**src/rtl/lcd_scn_streamer_pkg.sv**
```systemverilog
// Shared definitions for the screen streamer: PCD8544 geometry, defaults and FSM encoding.
package lcd_scn_streamer_pkg;
   localparam int LCD_WIDTH     = 84;
   localparam int LCD_HEIGHT    = 48;
   localparam int LCD_BYTES     = LCD_WIDTH * LCD_HEIGHT / 8;
   localparam int CFG_BYTES_DEF = 5;
   localparam int SCN_SEL_W     = 4;

   typedef enum logic [2:0] {
      PWR_RST,
      IDLE,
      FETCH,
      LATCH,
      SHIFT,
      NEXT,
      FINISH
   } state_t;
endpackage

```
**src/rtl/lcd_scn_streamer_if.sv**
```systemverilog
// Control, ROM and LCD pin bundle between the host/ROM side (master) and the streamer (slave).
interface lcd_scn_streamer_if
   import lcd_scn_streamer_pkg::*;
#(
   parameter int ADDR_W = 13
) ();
   // start is a 1-cycle request honoured only while idle; busy spans the whole frame and
   // done pulses once after sce is released. No queuing: a start seen while busy is dropped.
   logic                 start;
   logic [SCN_SEL_W-1:0] scn_sel;
   logic                 send_cfg;
   logic                 fill_en;
   logic [7:0]           fill_byte;
   logic                 busy;
   logic                 done;
   logic                 err;
   logic                 mem_rd;
   logic [ADDR_W-1:0]    mem_addr;
   logic [7:0]           mem_data;
   logic                 lcd_sck;
   logic                 lcd_mosi;
   logic                 lcd_dc;
   logic                 lcd_sce;
   logic                 lcd_rst_n;

   modport master (
      output start, scn_sel, send_cfg, fill_en, fill_byte, mem_data,
      input  busy, done, err, mem_rd, mem_addr, lcd_sck, lcd_mosi, lcd_dc, lcd_sce, lcd_rst_n
   );

   modport slave (
      input  start, scn_sel, send_cfg, fill_en, fill_byte, mem_data,
      output busy, done, err, mem_rd, mem_addr, lcd_sck, lcd_mosi, lcd_dc, lcd_sce, lcd_rst_n
   );
endinterface

```
**src/rtl/lcd_scn_streamer_spi_byte_tx.sv**
```systemverilog
// Mode-0 SPI byte shifter: MSB first, each bit CLK_DIV clocks low then CLK_DIV clocks high.
module lcd_scn_streamer_spi_byte_tx #(
   parameter int CLK_DIV = 4
) (
   input  logic       clk,
   input  logic       rst,
   input  logic       load,
   input  logic [7:0] data,
   output logic       busy,
   output logic       done,
   output logic       sck,
   output logic       mosi
);
   localparam int DIV_W = (CLK_DIV > 1) ? $clog2(CLK_DIV) : 1;

   logic             active_q;
   logic             phase_q;
   logic [DIV_W-1:0] div_q;
   logic [2:0]       bit_q;
   logic [7:0]       sh_q;
   logic             div_end;

   assign div_end = (div_q == DIV_W'(CLK_DIV - 1));

   always_ff @(posedge clk or negedge rst) begin
      if (!rst) begin
         active_q <= 1'b0;
         phase_q  <= 1'b0;
         div_q    <= '0;
         bit_q    <= '0;
         sh_q     <= '0;
      end else if (load) begin
         active_q <= 1'b1;
         phase_q  <= 1'b0;
         div_q    <= '0;
         bit_q    <= '0;
         sh_q     <= data;
      end else if (active_q) begin
         if (div_end) begin
            div_q <= '0;
            if (!phase_q) begin
               phase_q <= 1'b1;
            end else begin
               // Shift only as sck falls, so mosi never moves while sck is high.
               phase_q <= 1'b0;
               if (bit_q == 3'd7) begin
                  active_q <= 1'b0;
               end else begin
                  bit_q <= bit_q + 3'd1;
                  sh_q  <= {sh_q[6:0], 1'b0};
               end
            end
         end else begin
            div_q <= div_q + DIV_W'(1);
         end
      end
   end

   // done fires one clock before the final high clock so the caller can overlap its
   // bookkeeping with the last sck-high cycle.
   assign done = active_q && (bit_q == 3'd7) &&
                 ((CLK_DIV == 1) ? !phase_q : (phase_q && div_q == DIV_W'(CLK_DIV - 2)));
   assign busy = active_q;
   assign sck  = phase_q;
   assign mosi = sh_q[7];
endmodule

```
**src/rtl/lcd_scn_streamer.sv**
```systemverilog
// Streams an optional config preamble plus one stored (or constant-fill) screen to a PCD8544 LCD.
module lcd_scn_streamer
   import lcd_scn_streamer_pkg::*;
#(
   parameter int NUM_SCN       = 16,
   parameter int BYTES_PER_SCN = LCD_BYTES,
   parameter int CFG_BYTES     = CFG_BYTES_DEF,
   parameter int ADDR_W        = 13,
   parameter int CLK_DIV       = 4,
   parameter int RST_CYCLES    = 16
) (
   input  logic                 clk,
   input  logic                 rst,
   lcd_scn_streamer_if.slave    bus,
   output state_t               fsm_state
);
   localparam int BC_MAX = (BYTES_PER_SCN > CFG_BYTES) ? BYTES_PER_SCN : CFG_BYTES;
   localparam int BC_W   = (BC_MAX > 1) ? $clog2(BC_MAX) : 1;
   localparam int RC_W   = (RST_CYCLES > 1) ? $clog2(RST_CYCLES) : 1;

   state_t            state_q, state_d;
   logic [RC_W-1:0]   rst_cnt_q;
   logic [BC_W-1:0]   byte_cnt_q;
   logic [ADDR_W-1:0] addr_q, base_q;
   logic              cfg_q, fill_q;
   logic [7:0]        fill_byte_q;
   logic              done_q, err_q;
   logic              sel_ok, accept, reject, use_rom, cfg_last, data_last, in_frame;
   logic              tx_load, tx_busy, tx_done;

   function automatic logic [ADDR_W-1:0] scn_base(input logic [SCN_SEL_W-1:0] sel);
      return ADDR_W'(CFG_BYTES) + ADDR_W'(sel) * ADDR_W'(BYTES_PER_SCN);
   endfunction

   assign sel_ok    = {{(32-SCN_SEL_W){1'b0}}, bus.scn_sel} < 32'(NUM_SCN);
   assign accept    = (state_q == IDLE) && bus.start && (bus.fill_en || sel_ok);
   assign reject    = (state_q == IDLE) && bus.start && !bus.fill_en && !sel_ok;
   assign use_rom   = cfg_q || !fill_q;
   assign cfg_last  = cfg_q && (byte_cnt_q == BC_W'(CFG_BYTES - 1));
   assign data_last = !cfg_q && (byte_cnt_q == BC_W'(BYTES_PER_SCN - 1));

   always_comb begin
      state_d = state_q;
      tx_load = 1'b0;
      unique case (state_q)
         PWR_RST: if (rst_cnt_q == RC_W'(RST_CYCLES - 1)) state_d = IDLE;
         IDLE:    if (accept) state_d = FETCH;
         FETCH:   state_d = LATCH;
         LATCH: begin
            tx_load = 1'b1;
            state_d = SHIFT;
         end
         SHIFT:   if (tx_busy && tx_done) state_d = NEXT;
         NEXT:    state_d = data_last ? FINISH : FETCH;
         FINISH:  state_d = IDLE;
         default: state_d = PWR_RST;
      endcase
   end

   always_ff @(posedge clk or negedge rst) begin
      if (!rst) begin
         state_q     <= PWR_RST;
         rst_cnt_q   <= '0;
         byte_cnt_q  <= '0;
         addr_q      <= '0;
         base_q      <= '0;
         cfg_q       <= 1'b0;
         fill_q      <= 1'b0;
         fill_byte_q <= '0;
         done_q      <= 1'b0;
         err_q       <= 1'b0;
      end else begin
         state_q <= state_d;
         done_q  <= (state_q == FINISH);
         err_q   <= reject;
         if (state_q == PWR_RST && state_d == PWR_RST) rst_cnt_q <= rst_cnt_q + RC_W'(1);
         if (accept) begin
            cfg_q       <= bus.send_cfg;
            fill_q      <= bus.fill_en;
            fill_byte_q <= bus.fill_byte;
            base_q      <= scn_base(bus.scn_sel);
            addr_q      <= bus.send_cfg ? '0 : scn_base(bus.scn_sel);
            byte_cnt_q  <= '0;
         end else if (state_q == NEXT) begin
            // Preamble ends by jumping to the screen base; the data counter restarts at 0.
            if (cfg_last) begin
               cfg_q      <= 1'b0;
               byte_cnt_q <= '0;
               addr_q     <= base_q;
            end else if (!data_last) begin
               byte_cnt_q <= byte_cnt_q + BC_W'(1);
               addr_q     <= addr_q + ADDR_W'(1);
            end
         end
      end
   end

   lcd_scn_streamer_spi_byte_tx #(.CLK_DIV(CLK_DIV)) u_tx (
      .clk  (clk),
      .rst  (rst),
      .load (tx_load),
      .data (use_rom ? bus.mem_data : fill_byte_q),
      .busy (tx_busy),
      .done (tx_done),
      .sck  (bus.lcd_sck),
      .mosi (bus.lcd_mosi)
   );

   assign in_frame      = (state_q == FETCH) || (state_q == LATCH) ||
                          (state_q == SHIFT) || (state_q == NEXT);
   assign bus.busy      = in_frame || (state_q == FINISH);
   assign bus.done      = done_q;
   assign bus.err       = err_q;
   assign bus.mem_rd    = (state_q == FETCH) && use_rom;
   assign bus.mem_addr  = addr_q;
   assign bus.lcd_dc    = in_frame && !cfg_q;
   assign bus.lcd_sce   = !in_frame;
   assign bus.lcd_rst_n = (state_q != PWR_RST);
   assign fsm_state     = state_q;
endmodule
```
**src/flat_wrapper.sv**
```systemverilog
// flat-port wrapper written by rule: the top's interface ports become plain ports
module lcd_scn_streamer_flat import lcd_scn_streamer_pkg::*;
#(
   parameter int NUM_SCN       = 16,
   parameter int BYTES_PER_SCN = LCD_BYTES,
   parameter int CFG_BYTES     = CFG_BYTES_DEF,
   parameter int ADDR_W        = 13,
   parameter int CLK_DIV       = 4,
   parameter int RST_CYCLES    = 16
)
  (clk, rst, fsm_state, bus_start, bus_scn_sel, bus_send_cfg, bus_fill_en, bus_fill_byte, bus_mem_data, bus_busy, bus_done, bus_err, bus_mem_rd, bus_mem_addr, bus_lcd_sck, bus_lcd_mosi, bus_lcd_dc, bus_lcd_sce, bus_lcd_rst_n);
  lcd_scn_streamer_if #(.ADDR_W(ADDR_W)) bus_i ();
  input  logic clk;
  input  logic rst;
  output state_t fsm_state;
  input wire logic [$bits(bus_i.start)-1:0] bus_start;
  input wire logic [$bits(bus_i.scn_sel)-1:0] bus_scn_sel;
  input wire logic [$bits(bus_i.send_cfg)-1:0] bus_send_cfg;
  input wire logic [$bits(bus_i.fill_en)-1:0] bus_fill_en;
  input wire logic [$bits(bus_i.fill_byte)-1:0] bus_fill_byte;
  input wire logic [$bits(bus_i.mem_data)-1:0] bus_mem_data;
  output wire logic [$bits(bus_i.busy)-1:0] bus_busy;
  output wire logic [$bits(bus_i.done)-1:0] bus_done;
  output wire logic [$bits(bus_i.err)-1:0] bus_err;
  output wire logic [$bits(bus_i.mem_rd)-1:0] bus_mem_rd;
  output wire logic [$bits(bus_i.mem_addr)-1:0] bus_mem_addr;
  output wire logic [$bits(bus_i.lcd_sck)-1:0] bus_lcd_sck;
  output wire logic [$bits(bus_i.lcd_mosi)-1:0] bus_lcd_mosi;
  output wire logic [$bits(bus_i.lcd_dc)-1:0] bus_lcd_dc;
  output wire logic [$bits(bus_i.lcd_sce)-1:0] bus_lcd_sce;
  output wire logic [$bits(bus_i.lcd_rst_n)-1:0] bus_lcd_rst_n;
  assign bus_i.start = bus_start;
  assign bus_i.scn_sel = bus_scn_sel;
  assign bus_i.send_cfg = bus_send_cfg;
  assign bus_i.fill_en = bus_fill_en;
  assign bus_i.fill_byte = bus_fill_byte;
  assign bus_i.mem_data = bus_mem_data;
  assign bus_busy = bus_i.busy;
  assign bus_done = bus_i.done;
  assign bus_err = bus_i.err;
  assign bus_mem_rd = bus_i.mem_rd;
  assign bus_mem_addr = bus_i.mem_addr;
  assign bus_lcd_sck = bus_i.lcd_sck;
  assign bus_lcd_mosi = bus_i.lcd_mosi;
  assign bus_lcd_dc = bus_i.lcd_dc;
  assign bus_lcd_sce = bus_i.lcd_sce;
  assign bus_lcd_rst_n = bus_i.lcd_rst_n;
  lcd_scn_streamer #(.NUM_SCN(NUM_SCN), .BYTES_PER_SCN(BYTES_PER_SCN), .CFG_BYTES(CFG_BYTES), .ADDR_W(ADDR_W), .CLK_DIV(CLK_DIV), .RST_CYCLES(RST_CYCLES)) u_core (.clk(clk), .rst(rst), .bus(bus_i), .fsm_state(fsm_state));
endmodule
```
**config.mk**
```make
export PLATFORM = sky130hd
export DESIGN_NAME = lcd_scn_streamer_flat
export DESIGN_NICKNAME = d
export VERILOG_FILES = /design/src/rtl/lcd_scn_streamer_pkg.sv /design/src/rtl/lcd_scn_streamer_if.sv /design/src/rtl/lcd_scn_streamer_spi_byte_tx.sv /design/src/rtl/lcd_scn_streamer.sv /design/src/flat_wrapper.sv
export SDC_FILE = /design/constraint.sdc
export NUM_CORES = 1
export LEC_CHECK = 0
export ABC_CLOCK_PERIOD_IN_PS = 3900
export CAP_MARGIN = 20
export CORE_AREA = 2 2 85 87
export DETAILED_ROUTE_END_ITERATION = 10
export DIE_AREA = 0 0 87 89
export GPL_TIMING_DRIVEN = 0
export PLACE_DENSITY = 0.81
export SLEW_MARGIN = 20
export SYNTH_ARGS = -nofsm -noshare
export SYNTH_HDL_FRONTEND = slang
export SYNTH_SLANG_ARGS = --single-unit
export TNS_END_PERCENT = 5
```
**constraint.sdc**
```tcl
create_clock -name clk -period 3.9 [get_ports clk]
set_input_delay 0.585 -clock clk [delete_from_list [all_inputs] [get_ports clk]]
set_output_delay 0.585 -clock clk [all_outputs]
set_load 0.005 [all_outputs]
```
==> reports/results.env <==
SYNTH-EDFF-COUNT=0
NETLIST_INSTANCES=415
TIMING.FINAL.CRIT_PERIOD_NS=3.626
DIE-AREA_UM2=7743
STATUS='finished, final reports clean'
ROUTE.DETAILED.WL_PER_INST_UM=16.78
TIMING.HOLD.WORST.CLASS='in2async'
ROUTED-VIA-COUNT=3353
FINAL_NETS=527
SEQUENTIAL_CELL_AREA_UM2=1652
DRCVIOLATIONCOUNT=0
TIMING.MAX_SLEW.REL_SLACK_PCT=51.20
MAX-CLOCK-PATH-BUFFERS=2
SYN_NETS=467
CLOCK_TREE_FROM_TRITONCTS='done'
DP_HPWL_UM=6682
CTS.ROOT.BUFFER_CELL='sky130_fd_sc_hd__clkbuf_8'
NUMBER_OF_ANTENNA_VIOLATIONS_AT_THE_FIRST_CHECK_IN_GLOBAL_ROUTING=0
LAYOUT.CELLS.MOST_COMMON='sky130_fd_sc_hd__nand2_1'
VIA_COUNT_OF_THE_FIRST_GLOBAL_ROUTING_PASS=3358
SYNTH.AVG_CELL_AREA_UM2=9.584
FMAX_GHz=0.2758
GRT_MAX_DEGREE=47
ROUTE.FINAL.WIRE_LENGTH_UM=9395
BUFFER_PORTS.INSERTED=48
CTS_SINKS=66
NETLIST.TOP_CELL.BY_AREA='sky130_fd_sc_hd__dfrtp_1'
YOSYS.CELL_TYPES.COUNT=67
SETUP.REG_TO_REG.WORST_SLACK_NS=1.54
CTS.CLK_SLEW.WORST_PATHS_NS=0.08
WORST-ENDPOINT-REQUIRED_NS=4.14
ANT_DIODES=0
VDD_DROP_MAX_V=0.0001742
FIN_WORST_SKEW_NS=0.01657
GRT_UTIL_ALL_LAYERS_PCT=26.69
CRIT_ARRIVAL_NS=3.86
POSTROUTEANTENNANETS=0
LAYOUT-DRIVE-GT1-SHARE_PCT=11.67
WORST_R2R_PATH_DEPTH=6
MAX_CAP_VIOL_COUNT=0
IO_PINS=50
POWER.LEAKAGE_uW=0.002184
WORST_R2R_ENDPOINT='u_core.fill_q'
RSZ0062_AT_GRT='no'
FINAL_CORE_UTILIZATION_PCT=71.25
CTS_MAX_LEVEL=3
FIRST_PASS_GRT_WIRE_LENGTH_UM=16040
COMMONEST_CELLS_AFTER_ROUTING_FILL_AND_TAPS_ASIDE='sky130_fd_sc_hd__nand2_1 (73), sky130_fd_sc_hd__dfrtp_1 (66), sky130_fd_sc_hd__clkdlybuf4s50_1 (47)'
ROW_CNT=30
N_FILL_CELL=524
SYNTH_TOP_CELLS_BY_AREA='sky130_fd_sc_hd__dfrtp_1 (42%), sky130_fd_sc_hd__nand2_1 (6.9%), sky130_fd_sc_hd__ha_1 (6.6%)'
SYNTH_TOP_AREA_SHARE_PCT=41.52
DRT_PASS1_ITERATIONS=4
STARTPOINT_TYPE_OF_THE_WORST_SETUP_PATH='input pin'
TOTAL_POWER_CONSUMPTION_uW=1539
DIE_H_UM=89
AREA_TAKEN_BY_MULTI_INPUT_LOGIC_GATES_UM2=2183
NUMCTSBUFFERS=9
FIRST_ITER_VIOLATIONS=279
CRIT-REG2REG-LAUNCH='u_core.fsm_state[1]'
CTS_REPAIR_RESIZE_COUNT=0
NUMBER_OF_PINS_WITH_NEGATIVE_MAX_SLEW_SLACK_IN_THE_FINAL_REPORT=0
TIMING.FINAL.CRIT_SHARE_PCT=92.97
PATH_CLASS='in2reg'
POSTSYNTHREGISTERBITS=66
ROUTABILITYCONGESTION=0.9180
ASYNC_RESET_FF_SHARE_PCT=100.0
GLOBAL_ROUTE.OVERFLOW_TOTAL=0
TOTALNEGATIVESETUPSLACK_NS=0
WORSTSKEWPAIRLATENCY_NS=0.36
DIE_W_UM=87
SYNTH-SEQ-AREA-SHARE_PCT=41.52
SETUP-VIOLATIONS-FINAL=0
CTSHOLDBUFFERS=0
WORST-PATH-MAX-FANOUT=5
SYN_AREA_UM2=3978
TIGHTEST_PIN_TRANSITION_NS=0.7319
FINAL-HOLD-VIOLATION-COUNT=0
DESIGN.CORE.AREA_UM2=6719
STARTING_DENSITY_OF_THE_CORE_PCT=59.20
YOSYS_WARNINGS=0
POWER_DENSITY_nW_PER_UM2=321.5
CTS.REPAIR_TIMING.SETUP_BUFFER_COUNT=0
SYNTH-MAIN-FF-CELL='sky130_fd_sc_hd__dfrtp_1'
DETAIL_ROUTE.VIAS_PER_CELL=5.988
AREAGROWTHSYNTHTOFINISH_PCT=20.35
CRITICAL_PATH.ENDPOINT_TYPE='register'
[final cells by class]
class | count | area share, %
multi-input combinational | 320 | 45.61
clock buffer | 10 | 2.875
tap | 80 | 2.091
timing repair buffer | 49 | 10.56
clock inverter | 6 | 1.385
sequential | 66 | 34.50
buffer | 17 | 2.039
inverter | 12 | 0.9409
[synthesized netlist by cell type (all sizes together) (4+ instances only)]
cell type   n
nor2       24
xor2        7
clkbuf     10
and3        7
mux2       14
nand2b      4
nand4       5
a211o       4
a21oi      11
xnor2       8
nor3        7
mux2i      11
nand3      22
fa          6
inv        12
nand2      73
ha         21
o21ai      35
buf         7
dfrtp      66
[cells by family after synthesis]
kind of cell	share of synthesized area, %
adder cells (fa/ha/maj)	9.626
AND/OR/NAND/NOR	20.98
flip-flops	41.52
buffers and inverters	3.586
AO/OA/AOI/OAI	14.06
multiplexers	6.826
XOR/XNOR	3.303
other	0.09428
[where the power goes]
| group | total, uW | internal [uW] | switching, uW |
|---|---|---|---|
| sequential | 717 | 705 | 12.2 |
| combinational | 225 | 106 | 120 |
| clock | 596 | 312 | 284 |
| total | 1540 | 1120 | 416 |
[worst max-delay path, cell delays in order]
cell                              delay, ns
sky130_fd_sc_hd__clkdlybuf4s50_1       0.54
sky130_fd_sc_hd__fa_1                  0.70
sky130_fd_sc_hd__fa_1                  0.51
sky130_fd_sc_hd__fa_1                  0.48
sky130_fd_sc_hd__a211o_1               0.32
sky130_fd_sc_hd__a21oi_1               0.14
sky130_fd_sc_hd__o21ai_0               0.11
sky130_fd_sc_hd__xor2_1                0.18
sky130_fd_sc_hd__a221o_1               0.30
[state kept, by name, summed over array words and instances, names as in the netlist, 2 cells and up]
signal,flops
u_core.byte_cnt_q,9
u_core.u_tx.sh_q,8
u_core.fill_byte_q,8
u_core.fsm_state,3
u_core.base_q,11
u_core.u_tx.bit_q,3
u_core.bus.mem_addr,13
u_core.u_tx.div_q,2
u_core.rst_cnt_q,4
[metrics by stage]
step | hold slack [ns] | setup slack (ns) | instances | instance area, um2
after CTS | 0.1225 | 0.2677 | 560 | 4787
after floorplan | 0.2894 | 0.6656 | 415 | 3978
after global placement | 0.4578 | -0.03516 | 543 | 4558
after detailed placement | 0.4644 | -0.09718 | 544 | 4583
after global routing | 0.1347 | 0.06381 | 560 | 4787
final | 0.1074 | 0.2743 | 560 | 4787
[worst max-delay path by stage]
stage	end	startpoint	cells past startpoint	slack, ns
3_3_place_gp	u_core.bus.mem_addr[11]	bus_scn_sel[2]	9	-0.04
4_1_cts	u_core.bus.mem_addr[11]	bus_scn_sel[2]	9	0.27
2_1_floorplan	u_core.bus.mem_addr[11]	bus_scn_sel[1]	8	0.67
3_5_place_dp	u_core.bus.mem_addr[11]	bus_scn_sel[2]	9	-0.1
5_1_grt	u_core.bus.mem_addr[11]	bus_scn_sel[2]	9	0.06
6_report	u_core.bus.mem_addr[11]	bus_scn_sel[2]	9	0.27
[per-layer routing]
metal | up-vias | GRT usage, % | routed length, um
met5 | - | 0 | 0
met1 | 1650 | 35.03 | 4158
met2 | 95 | 44.90 | 4713
met4 | 0 | 11.93 | 163
met3 | 14 | 2.955 | 360
li1 | 1594 | - | -
(Power assumes the default switching activity.)
